### config.mk
export PLATFORM = sky130hd
export DESIGN_NAME = spi_cfg_master
export DESIGN_NICKNAME = d
export VERILOG_FILES = /design/src/rtl/spi_cfg_pkg.sv /design/src/rtl/spi_cfg_rr_arb.sv /design/src/rtl/spi_cfg_master.sv
export SDC_FILE = /design/constraint.sdc
export NUM_CORES = 1
export LEC_CHECK = 0
export CAP_MARGIN = 20
export CORE_MARGIN = 5
export CORE_UTILIZATION = 46
export CTS_CLUSTER_SIZE = 8
export DETAILED_ROUTE_END_ITERATION = 10
export GPL_ROUTABILITY_DRIVEN = 0
export PLACE_DENSITY = 0.73
export SLEW_MARGIN = 20
export SYNTH_ARGS = -nofsm -noshare
export SYNTH_HDL_FRONTEND = slang
export SYNTH_HIERARCHICAL = 1
export SYNTH_SLANG_ARGS = --single-unit
### constraint.sdc
create_clock -name clk -period 1.55 [get_ports clk]
set_input_delay 0.2325 -clock clk [delete_from_list [all_inputs] [get_ports clk]]
set_output_delay 0.2325 -clock clk [all_outputs]
set_load 0.01 [all_outputs]
### src/rtl/spi_cfg_pkg.sv
// Shared definitions for spi_cfg_master: FSM state encoding, frame layout and
// the register map of the SPI configuration peripheral.
package spi_cfg_pkg;

  typedef enum logic [2:0] {
    S_IDLE,
    S_SETUP,
    S_SHIGH,
    S_SLOW,
    S_GAP
  } state_t;

  localparam int FRAME_BITS = 16;
  localparam logic WRITE_BIT = 1'b1;

  localparam logic [6:0] ADDR_EN_OUT_7_0  = 7'h00;
  localparam logic [6:0] ADDR_EN_OUT_15_8 = 7'h01;
  localparam logic [6:0] ADDR_EN_PWM_7_0  = 7'h02;
  localparam logic [6:0] ADDR_EN_PWM_15_8 = 7'h03;
  localparam logic [6:0] ADDR_PWM_DUTY    = 7'h04;
  localparam logic [6:0] MAX_ADDR         = 7'h04;

  function automatic logic [FRAME_BITS-1:0] make_frame(input logic [6:0] addr,
                                                       input logic [7:0] data);
    return {WRITE_BIT, addr, data};
  endfunction

endpackage

### src/rtl/spi_cfg_rr_arb.sv
// Two-way round-robin arbiter: one-hot grant, pointer flips away from the
// requester just served whenever update is asserted.
module spi_cfg_rr_arb (
  input  logic       clk,
  input  logic       rst_n,
  input  logic [1:0] valid,
  input  logic       update,
  output logic [1:0] grant
);

  // ptr == 0 favours requester 0 when both are valid
  logic ptr;

  always_comb begin
    grant = 2'b00;
    if (valid[0] && (!valid[1] || !ptr)) begin
      grant = 2'b01;
    end else if (valid[1]) begin
      grant = 2'b10;
    end
  end

  always_ff @(posedge clk) begin
    if (!rst_n) begin
      ptr <= 1'b0;
    end else if (update) begin
      ptr <= grant[0];
    end
  end

endmodule

### src/rtl/spi_cfg_master.sv
// SPI mode-0 write engine for the configuration peripheral, fed by two
// round-robin arbitrated requesters. Optional SPI_CFG_ADDR_CHECK_EN drops out-of-map writes and pulses err.
module spi_cfg_master
  import spi_cfg_pkg::*;
#(
  parameter int CLK_DIV = 4,
  parameter int GAP     = 8
) (
  input  logic       clk,
  input  logic       rst_n,
  input  logic       req_valid_0,
  input  logic [6:0] req_addr_0,
  input  logic [7:0] req_data_0,
  input  logic       req_valid_1,
  input  logic [6:0] req_addr_1,
  input  logic [7:0] req_data_1,
  output logic       req_ready_0,
  output logic       req_ready_1,
  output logic       nCS,
  output logic       SCLK,
  output logic       COPI,
  output logic       busy,
`ifdef SPI_CFG_ADDR_CHECK_EN
  output logic       err,
`endif
  output logic       done
);

  localparam logic [7:0] DIV_LAST = 8'(CLK_DIV - 1);
  localparam logic [7:0] GAP_LAST = 8'(GAP - 1);
  localparam logic [7:0] GAP_DONE = 8'(GAP - 2);
  localparam logic [4:0] LAST_BIT = 5'(FRAME_BITS);

  state_t                state;
  logic [7:0]            half_cnt;
  logic [4:0]            bit_cnt;
  logic [FRAME_BITS-1:0] shreg;
  logic [FRAME_BITS-1:0] frame_next;
  logic [1:0]            grant;
  logic                  accept;
  logic                  addr_bad;
  logic                  half_end;
  logic [6:0]            sel_addr;
  logic [7:0]            sel_data;

  spi_cfg_rr_arb u_arb (
    .clk    (clk),
    .rst_n  (rst_n),
    .valid  ({req_valid_1, req_valid_0}),
    .update (accept),
    .grant  (grant)
  );

  // Grants only reach the requesters while the engine is idle
  assign req_ready_0 = (state == S_IDLE) && grant[0];
  assign req_ready_1 = (state == S_IDLE) && grant[1];
  assign accept      = req_ready_0 || req_ready_1;
  assign sel_addr    = grant[1] ? req_addr_1 : req_addr_0;
  assign sel_data    = grant[1] ? req_data_1 : req_data_0;
  assign frame_next  = make_frame(sel_addr, sel_data);
  assign half_end    = (half_cnt == DIV_LAST);

`ifdef SPI_CFG_ADDR_CHECK_EN
  assign addr_bad = (sel_addr > MAX_ADDR);

  always_ff @(posedge clk) begin
    if (!rst_n) begin
      err <= 1'b0;
    end else begin
      err <= accept && addr_bad;
    end
  end
`else
  assign addr_bad = 1'b0;
`endif

  // shreg holds the bits still to be sent; COPI always shows the current bit,
  // and the zero fill makes COPI drop to 0 for the nCS hold period.
  always_ff @(posedge clk) begin
    if (!rst_n) begin
      state    <= S_IDLE;
      half_cnt <= 8'd0;
      bit_cnt  <= 5'd0;
      shreg    <= '0;
      nCS      <= 1'b1;
      SCLK     <= 1'b0;
      COPI     <= 1'b0;
      busy     <= 1'b0;
      done     <= 1'b0;
    end else begin
      done     <= 1'b0;
      half_cnt <= half_cnt + 8'd1;
      case (state)
        S_IDLE: begin
          half_cnt <= 8'd0;
          if (accept && !addr_bad) begin
            shreg   <= {frame_next[FRAME_BITS-2:0], 1'b0};
            COPI    <= frame_next[FRAME_BITS-1];
            bit_cnt <= 5'd0;
            nCS     <= 1'b0;
            busy    <= 1'b1;
            state   <= S_SETUP;
          end
        end
        S_SETUP: begin
          if (half_end) begin
            half_cnt <= 8'd0;
            SCLK     <= 1'b1;
            state    <= S_SHIGH;
          end
        end
        S_SHIGH: begin
          if (half_end) begin
            half_cnt <= 8'd0;
            SCLK     <= 1'b0;
            COPI     <= shreg[FRAME_BITS-1];
            shreg    <= {shreg[FRAME_BITS-2:0], 1'b0};
            bit_cnt  <= bit_cnt + 5'd1;
            state    <= S_SLOW;
          end
        end
        S_SLOW: begin
          if (half_end) begin
            half_cnt <= 8'd0;
            if (bit_cnt == LAST_BIT) begin
              nCS   <= 1'b1;
              state <= S_GAP;
            end else begin
              SCLK  <= 1'b1;
              state <= S_SHIGH;
            end
          end
        end
        S_GAP: begin
          if (half_cnt == GAP_DONE) begin
            done <= 1'b1;
          end
          if (half_cnt == GAP_LAST) begin
            half_cnt <= 8'd0;
            busy     <= 1'b0;
            state    <= S_IDLE;
          end
        end
        default: begin
          state <= S_IDLE;
        end
      endcase
    end
  end

endmodule
### After elaboration in Yosys (flattened, before gate mapping)

Cells that the tools add are included.
W data, S select, Z words.

* bits in latches: 0
* memories kept: 0
* register bits: 38
* bits in writable memories: 0
* bits in read-only memories: 0

* equality and inequality tests: 15
* shift operators: 0
* div/mod/pow operators: 0
* mux-type cells: 35
* add/subtract/negate cells: 2
* bitwise logic cells: 0
* reductions and logical operators: 19
* $mul: 0
* $lt $le $gt $ge: 0

Operators by type and width (count)
* $mux W16: 2
* $pmux W16 S2: 1
* $mux W8: 3
* $pmux W8 S3: 1
* $mux W3: 6
* $eq A8 B3 Y1 const B: 2
* $pmux W3 S5: 1
* $ne A2 B2 Y1 const B: 7
* $mux W1: 11
* $mux W5: 2
* $pmux W5 S2: 1
* $reduce_and A5 Y1: 2
* $add A8 B1 Y8 const B: 1
* $eq A8 B2 Y1 const B: 1
* $mux W7: 1
* $eq A3 B2 Y1 const B: 2
* $pmux W1 S2: 3
* $reduce_and A3 Y1: 2
* $reduce_bool A2 Y1: 3
* $add A5 B1 Y5 const B: 1
* $eq A5 B5 Y1 const B: 1
* $mux W2: 2
* $reduce_and A4 Y1: 1
* $eq A3 B1 Y1 const B: 1
* 9 further kinds: 13

### Longest topological paths before layout

Gate-level depths: netlist (run 1).

* word-level depth: 8
* depth in mapped cells: 8
* gate-level depth less buffers: 6

### By module

Netlist (run 1), hierarchy kept.

By module, submodules not included
* spi_cfg_master: cells an instance 213, seq. area each 720.7 µm², times used 1, area each 1916.8 µm²
* spi_cfg_rr_arb: cells an instance 6, seq. area each 20.0 µm², times used 1, area each 60.1 µm²

### Worst setup path after synthesis (run 1)

No wires, ideal clock.

* path kind: reg2reg
* from: reg u_arb.ptr
* to: reg COPI
* cell stages (with the launch flop): 9
* setup slack: -0.065 ns
* buffers on the path: 2
* arrival time: 1.500 ns
* library setup time: 0.115 ns
* period minus slack after synthesis: 1.615 ns
* cells stage by stage: dfxtp_1 > inv_1 > a21boi_0 > buf_2 > o21ba_2 > a31oi_4 > nor2_8 > buf_6 > o21a_1

* longest elaborated chain between the ends: 8

RTL lines
* from (decl): RTL line spi_cfg_rr_arb.sv:12 `logic ptr;`
* from (signal assigned): RTL line spi_cfg_rr_arb.sv:27 `ptr <= grant[0];`
* $logic_not A1 Y1: RTL line spi_cfg_rr_arb.sv:16 `if (valid[0] && (!valid[1] || !ptr)) begin`
* $logic_or A1 B1 Y1: RTL line spi_cfg_rr_arb.sv:16
* $logic_and A1 B1 Y1: RTL line spi_cfg_rr_arb.sv:16
* $mux W2: RTL line spi_cfg_rr_arb.sv:16
* via grant[1]: RTL line spi_cfg_master.sv:39 `logic [1:0] grant;`
* $logic_and A1 B1 Y1: RTL line spi_cfg_master.sv:56 `assign req_ready_1 = (state == S_IDLE) && grant[1];`
* $logic_or A1 B1 Y1: RTL line spi_cfg_master.sv:57 `assign accept = req_ready_0 || req_ready_1;`
* $ne A2 B2 Y1 (no source line)
* $reduce_and A3 Y1 (no source line)
* to (signal assigned): RTL line spi_cfg_master.sv:98 `COPI <= frame_next[FRAME_BITS-1];`
* to (signal assigned): RTL line spi_cfg_master.sv:116 `COPI <= shreg[FRAME_BITS-1];`
* to (decl): RTL line spi_cfg_master.sv:21 `output logic COPI,`

The timed path passes the listed nets, and every way through them passes these cells.
A chain may end at the register's enable or synchronous reset.

### Worst setup path in the final report (run 1)

* from: reg half_cnt[0]
* to: reg state[2]

* longest elaborated chain between the ends: 3

RTL lines
* from (decl): RTL line spi_cfg_master.sv:35 `logic [7:0] half_cnt;`
* from (signal assigned): RTL line spi_cfg_master.sv:92 `half_cnt <= half_cnt + 8'd1;`
* $eq A8 B3 Y1 / $eq A8 B2 Y1 (equally long branches): RTL line spi_cfg_master.sv:138, spi_cfg_master.sv:61
* $ne A2 B2 Y1 (no source line)
* $reduce_and A5 Y1 (no source line) (*)
* to (signal assigned): RTL line spi_cfg_master.sv:130 `state <= S_SHIGH;`
* to (signal assigned): RTL line spi_cfg_master.sv:141 `state <= S_IDLE;`
* to (signal assigned): RTL line spi_cfg_master.sv:145 `state <= S_IDLE;`
* to (decl): RTL line spi_cfg_master.sv:34 `state_t state;`

Mark *: on every way between the ends. The rest lies on a longest branch, timed or not.

==> out/summary.txt, run 1 <==
Max Slew Vio Count - 0
Largest net degree at the start of global routing - 33
Syn Std Cell Area - 0.00198 mm²
CP delay by family, top - simple AND/OR/NAND/NOR gates
Status - complete, but fails checks
Gr ovfl total - 0
Post-layout min period - 1.60 ns
Worst EP required - 1.77 ns
Top sig layer - met4
Met3 WL post-DR - 223 µm
Worst VDD drop - 606 µV
CP Buf/Inv Count - 0
Worst-path fanout max - 6
Logic gate share of total power - 21.8%
CTS Hold Buffers Added - 0
CTS tree - done
Worst stage delay on the critical path - 0.44 ns
Int Pwr - 1.83 mW
Seq cells post-synth - 37
I/O pins - 41
Layout cells sized above 1 - 27.5%
Antenna Cells - 0
Max clock buf depth - 2
TritonCTS Buffers - 5
Starting Density - 48.4%
Cell Chain, Critical Path - ha_1 -> nor3b_2 -> nand2_1 -> or3b_1 -> a21boi_1
Critical path endpoint category - flop
PortBufs - 40
Sequential share of power - 43.0%
Clock Latency Late Sink - 0.29 ns
Syn_area_per_cell - 9.03 µm²
Max-Cap Viols - 0
Final std cells w/o fill - 345
Slew @ Worst Pin - 0.320 ns
Sw frac - 24.8%
Filler cells - 325
Vias/cell - 5.33
Violated checks - negative setup slack
Root Driver - clkbuf_8
Worst path arrival time - 1.81 ns
Initial antenna violation count - 0
First-pass GRT wire length - 7960 µm
WL met2 - 2350 µm
Num rows - 23
Placed inst area - 0.00265 mm²
Sequential fraction of the synthesis area - 37.5%
Post-Place Cells - 328
Yosys warnings - 6
Leak Pwr - 1.20 nW
Via Count - 1838
Critical path launch point type - flop
Clk slew on worst S/H paths - 0.07 ns
Syn Inst Count - 219
DRC - 0
Synth area leader - dfxtp_1
DR iter-0 viols - 98
Final setup viols - 12
Worst min path class - reg -> reg
Final setup skew - 0.00716 ns
Depth of the CTS H-tree - 2
Clock share of power - 35.2%
Yosys cell types - 46
Nets@finish - 333
WL/cell - 14.1 µm
Final instance area - 0.00291 mm²
DIE AREA - 0.00571 mm²
Multi-input gate area - 0.00127 mm²
DR pass1 iterations - 4
Number of global-route vias before repair - 1765
Unrepaired setup endpoints after global routing - true
Post-layout util - 71.2%
Fmax - 0.627 GHz
Horiz. Die Dim - 75.6 µm
Total Power - 2.44 mW
Chip height - 75.6 µm
Area grow syn2layout - 47.2%
Tot GR Track Use - 18.2%
Final setup TNS - -0.150 ns
CP Class - reg -> reg
Top cells by area, synth - dfxtp_1 (37%), mux2i_1 (14%), nand2_1 (6.6%), o211ai_1 (5.3%), ha_1 (3.2%)
Slew HR - 78.7%
HPWL after detailed placement - 3360 µm
Total wire length - 4850 µm
Final worst slack - -0.0453 ns
Pwr Density - 838 mW/mm²
Post-route ant nets - 0
Core box area - 0.00409 mm²
Sink Count - 37
Fin. Hold Viols - 0
Period utilization - 103%
Met1 WL - 2190 µm
Switching power - 606 µW
CP max-delay cell - or3b_1
Register Area - 744 µm²
Syn nets - 258
Share of the synthesized area in the top cell type - 37.5%
Yosys cell counts, drive strengths merged:
| cell | instances |
|---|---|
| xnor2 | 2 |
| nand3 | 8 |
| o21ai | 7 |
| xor2 | 4 |
| or3 | 4 |
| nand4b | 1 |
| nor3 | 1 |
| nand2b | 1 |
| or2 | 2 |
| o31a | 1 |
| nand2 | 35 |
| and3 | 2 |
| o21a | 1 |
| nand4 | 5 |
| or4 | 1 |
| o221a | 2 |
| o211ai | 14 |
| a31oi | 1 |
| nor4 | 2 |
| or3b | 2 |
| and3b | 2 |
| a21oi | 6 |
| inv | 6 |
| dfxtp | 37 |
| mux2 | 1 |
| o31ai | 1 |
| a31o | 1 |
| a21boi | 4 |
| o21ba | 1 |
| o221ai | 1 |
| mux2i | 28 |
| clkbuf | 9 |
| nor3b | 3 |
| o21bai | 1 |
| buf | 4 |
| nor2 | 13 |
| ha | 5 |
through the flow:
step / hold slack, ns / setup WS (ns)
6_report: 0.452 / -0.0453
5_1_grt: 0.493 / -0.167
4_1_cts: 0.463 / -0.0185
3_5_place_dp: 0.450 / -0.458
3_3_place_gp: 0.443 / -0.439
2_1_floorplan: 0.374 / -0.0197
worst min-delay path, stage by stage (launching register included):
cell	delay [ns]
dfxtp_1	0.31
nand2_1	0.05
o21ai_1	0.05
metal layers:
| metal | up-vias | track usage [%] |
|---|---|---|
| met3 | 11 | 3.96 |
| met4 | 0 | 8.16 |
| li1 | 943 | - |
| met5 | - | 0 |
| met1 | 845 | 22.9 |
| met2 | 39 | 29.7 |
flip-flops by register name, indices dropped and copies added (netlist names):
name	flops
shreg	15
half_cnt	8
bit_cnt	5
state	3
COPI	1
SCLK	1
busy	1
done	1
nCS	1
u_arb/ptr	1
timing repair:
| item | CTS | global route |
|---|---|---|
| pin swaps | 5 | 13 |
| endpoints found under the setup margin | 30 | 37 |
| buffers inserted | 3 | 2 |
| gates cloned | 4 | 0 |
| gates resized for setup | 17 | 17 |
power by group through the flow:
stage / Combinational, mW / Clock (mW) / Sequential [mW]
floorplan: 0.262 / 0 / 1.07
global placement: 0.462 / 0 / 1.07
detailed placement: 0.470 / 0 / 1.07
CTS: 0.515 / 0.871 / 1.05
global route: 0.580 / 0.914 / 1.06
finish: 0.531 / 0.858 / 1.05
final timing paths:
path	to	cells after the start	slack, ns	startpoint
max	state[2]$_SDFFE_PN0P_	5	-0.05	half_cnt[0]$_SDFF_PN0_
max reg2reg	state[2]$_SDFFE_PN0P_	5	-0.05	half_cnt[0]$_SDFF_PN0_
min reg2reg	shreg[1]$_SDFFE_PN0P_	2	0.45	shreg[1]$_SDFFE_PN0P_
min	shreg[1]$_SDFFE_PN0P_	2	0.45	shreg[1]$_SDFFE_PN0P_
cell families (layout without fill, tap and decap cells):
group / Yosys count / count (layout) / share of synthesized area (%)
DFF: 37 / 37 / 37.5
and+or+nand+nor: 82 / 85 / 22.0
adders and majority gates: 5 / 5 / 3.16
AOI/OAI and AO/OA: 41 / 42 / 15.7
buffers and inverters: 19 / 91 / 4.24
xor gates and xnor gates: 6 / 6 / 2.66
muxes: 29 / 29 / 14.7
layout make-up:
type / count / area share (%)
sequential: 37 / 25.6
inverter: 6 / 0.774
multi-input combinational: 167 / 43.8
clock buffer: 7 / 2.97
timing repair buffer: 77 / 23.7
tap: 50 / 2.15
clock inverter: 1 / 1.03
cell usage in the layout (no fill, tap or decap), drive strengths merged, types with 2 or more instances in the layout:
cell and n:
clkdlybuf4s50 36, ha 5, nand3 8, mux2i 28, a21boi 4, inv 6
nor3b 3, nor4 2, nor2 16, a31oi 2, a21oi 6, o21ai 7
and3b 2, dlygate4sd2 2, xor2 4, xnor2 2, or2 2, clkbuf 8
dfxtp 37, or3 4, and3 2, buf 38, nand2 35, o221a 2
o211ai 14, nand4 5, or3b 2
Note: power is estimated with default switching activity, not from simulation.
==> run 2, diff against run 1 <==
--- a/config.mk
+++ b/config.mk
@@ -5,13 +5,12 @@
 export SDC_FILE = /design/constraint.sdc
 export NUM_CORES = 1
 export LEC_CHECK = 0
-export CAP_MARGIN = 20
 export CORE_MARGIN = 5
-export CORE_UTILIZATION = 46
+export CORE_UTILIZATION = 45
 export CTS_CLUSTER_SIZE = 8
 export DETAILED_ROUTE_END_ITERATION = 10
 export GPL_ROUTABILITY_DRIVEN = 0
-export PLACE_DENSITY = 0.73
+export PLACE_DENSITY = 0.71
 export SLEW_MARGIN = 20
 export SYNTH_ARGS = -nofsm -noshare
 export SYNTH_HDL_FRONTEND = slang
==> out/summary.txt, run 2 (synthesis gave the netlist of run 1 again) <==
DIE AREA - 0.00582 mm²
Critical path endpoint category - flop
Period utilization - 103%
Worst stage delay on the critical path - 0.52 ns
R2R Path Start - half_cnt[5]$_SDFF_PN0_
Total Power - 2.45 mW
Clk slew on worst S/H paths - 0.07 ns
Placed inst area - 0.00267 mm²
Switching power - 616 µW
Worst hold path startpoint - shreg[3]$_SDFFE_PN0P_
Critical path launch point type - flop
Final setup skew - 0.00190 ns
Biggest regs - shreg: 15 flops, half_cnt: 8 flops, bit_cnt: 5 flops
Cells on worst reg2reg path - 5
Worst min path class - reg -> reg
Worst VDD drop - 504 µV
Cell Chain, Critical Path - nor4_4 -> buf_4 -> a31oi_4 -> or4_4 -> o21ai_2
PortBufs - 40
Final setup viols - 15
Fin. Hold Viols - 0
Total wire length - 5140 µm
Pwr Density - 825 mW/mm²
WL/cell - 14.7 µm
Int Pwr - 1.83 mW
CTS Hold Buffers Added - 0
Final worst slack - -0.0425 ns
CP Class - reg -> reg
HPWL after detailed placement - 3370 µm
Final setup TNS - -0.258 ns
Leak Pwr - 1.22 nW
Via Count - 1901
Gr ovfl total - 0
Area grow syn2layout - 50.2%
DR iter-0 viols - 86
R2R Path End - bit_cnt[0]$_SDFFE_PN0P_
Max Slew Vio Count - 0
Slew @ Worst Pin - 0.416 ns
Num rows - 24
Status - complete, but fails checks
Hold endpoint - shreg[3]$_SDFFE_PN0P_
Violated checks - negative setup slack
DR pass1 iterations - 4
Number of global-route vias before repair - 1857
Post-layout util - 69.1%
Min Hold Slack - 0.459 ns
Largest net degree at the start of global routing - 24
Hold Crit Depth - 2
Worst path arrival time - 1.82 ns
Top reg by flops - shreg
Initial antenna violation count - 0
Fmax - 0.628 GHz
Post-route ant nets - 0
Layout cells sized above 1 - 29.6%
Horiz. Die Dim - 76.3 µm
Most common cell after layout, fill and taps aside - clkdlybuf4s50_1
R2r setup slk - -0.04 ns
Depth of the CTS H-tree - 2
Max clock buf depth - 2
First-pass GRT wire length - 8550 µm
Max FFs per register - 15
Final instance area - 0.00297 mm²
Worst-path fanout max - 7
Nets@finish - 335
Clock share of power - 35.2%
Unrepaired setup endpoints after global routing - true
Slew HR - 72.3%
Chip height - 76.3 µm
Sequential share of power - 42.8%
Logic gate share of total power - 22.0%
I/O pins - 41
Clock Latency Late Sink - 0.29 ns
Post-layout min period - 1.59 ns
Sink Count - 37
Most frequent cells in the layout - clkdlybuf4s50_1 (36), nand2_1 (35), buf_4 (34), dfxtp_1 (31), mux2i_1 (28)
TritonCTS Buffers - 5
Tot GR Track Use - 17.7%
Root Driver - clkbuf_8
Starting Density - 46.0%
Sw frac - 25.1%
Antenna Cells - 0
Max-Cap Viols - 0
Worst EP required - 1.78 ns
CP max-delay cell - or4_4
Vias/cell - 5.45
Core box area - 0.00429 mm²
DRC - 0
CTS tree - done
==> run 2: cell types whose count changed in the layout (fill, tap and decap cells not counted), moves of 2 or more <==
cell	before	now
dfxtp_2	3	6
inv_2	0	2
inv_1	6	4
o21ai_1	2	0
dfxtp_1	34	31
o21ai_0	3	6
nor2_4	4	1
nor2_2	5	2
nor2_1	6	11
==> run 2: worst max-delay path by stage <==
stage	slack [ns]	cells past startpoint	startpoint	endpoint
final	-0.04	5	half_cnt[5]$_SDFF_PN0_	bit_cnt[0]$_SDFFE_PN0P_
after global routing	-0.12	7	u_arb/ptr$_SDFFE_PN0P_	shreg[1]$_SDFFE_PN0P_
after CTS	-0.08	5	half_cnt[5]$_SDFF_PN0_	bit_cnt[0]$_SDFFE_PN0P_
after detailed placement	-0.53	5	req_valid_1	req_ready_0
after global placement	-0.50	4	req_valid_1	req_ready_1
after floorplan	-0.02	8	u_arb/ptr$_SDFFE_PN0P_	COPI$_SDFFE_PN0P_
==> run 2: routing by layer <==
layer,track usage (%),up-vias,share of wire (%)
li1,-,943,-
met1,22.5,895,44
met2,27.8,46,48
met3,4.26,17,4.7
met4,8.57,0,3.5
met5,0,-,0
==> run 2: final cells by class <==
| type | count | area, µm² |
|---|---|---|
| Clock inverter | 1 | 30.0 |
| Clock buffer | 7 | 86.3 |
| Timing Repair Buffer | 80 | 728 |
| Inverter | 6 | 22.5 |
| Multi-Input combinational cell | 166 | 1290 |
| Sequential cell | 37 | 748 |
| Tap cell | 52 | 65.1 |
| Fill cell | 339 | 1330 |
==> run 2: power by group through the flow <==
stage | sequential [mW] | combinational (mW) | clock (mW)
2_1_floorplan | 1.07 | 0.262 | 0
3_3_place_gp | 1.07 | 0.466 | 0
3_5_place_dp | 1.07 | 0.474 | 0
4_1_cts | 1.05 | 0.515 | 0.876
5_1_grt | 1.06 | 0.585 | 0.918
6_report | 1.05 | 0.539 | 0.863
==> run 2: through the flow <==
stage	setup WS, ns	instances
after floorplan	-0.0197	219
after global routing	-0.119	349
after CTS	-0.0831	348
after detailed placement	-0.528	331
after global placement	-0.499	331
final	-0.0425	349
==> run 2: worst max-delay path, delay by kind of cell, from the launching register on <==
family                 cells  cell delay [ns]
AOI/OAI and AO/OA          2             0.24
buffers and inverters      1             0.18
DFF                        1             0.34
and+or+nand+nor            2             0.77
==> run 2: repair_timing <==
action                     CTS  global route
gates cloned                 3             0
setup buffers                6             1
resized for setup           26            14
pin swaps                   11             9
setup endpoints to repair   27            38
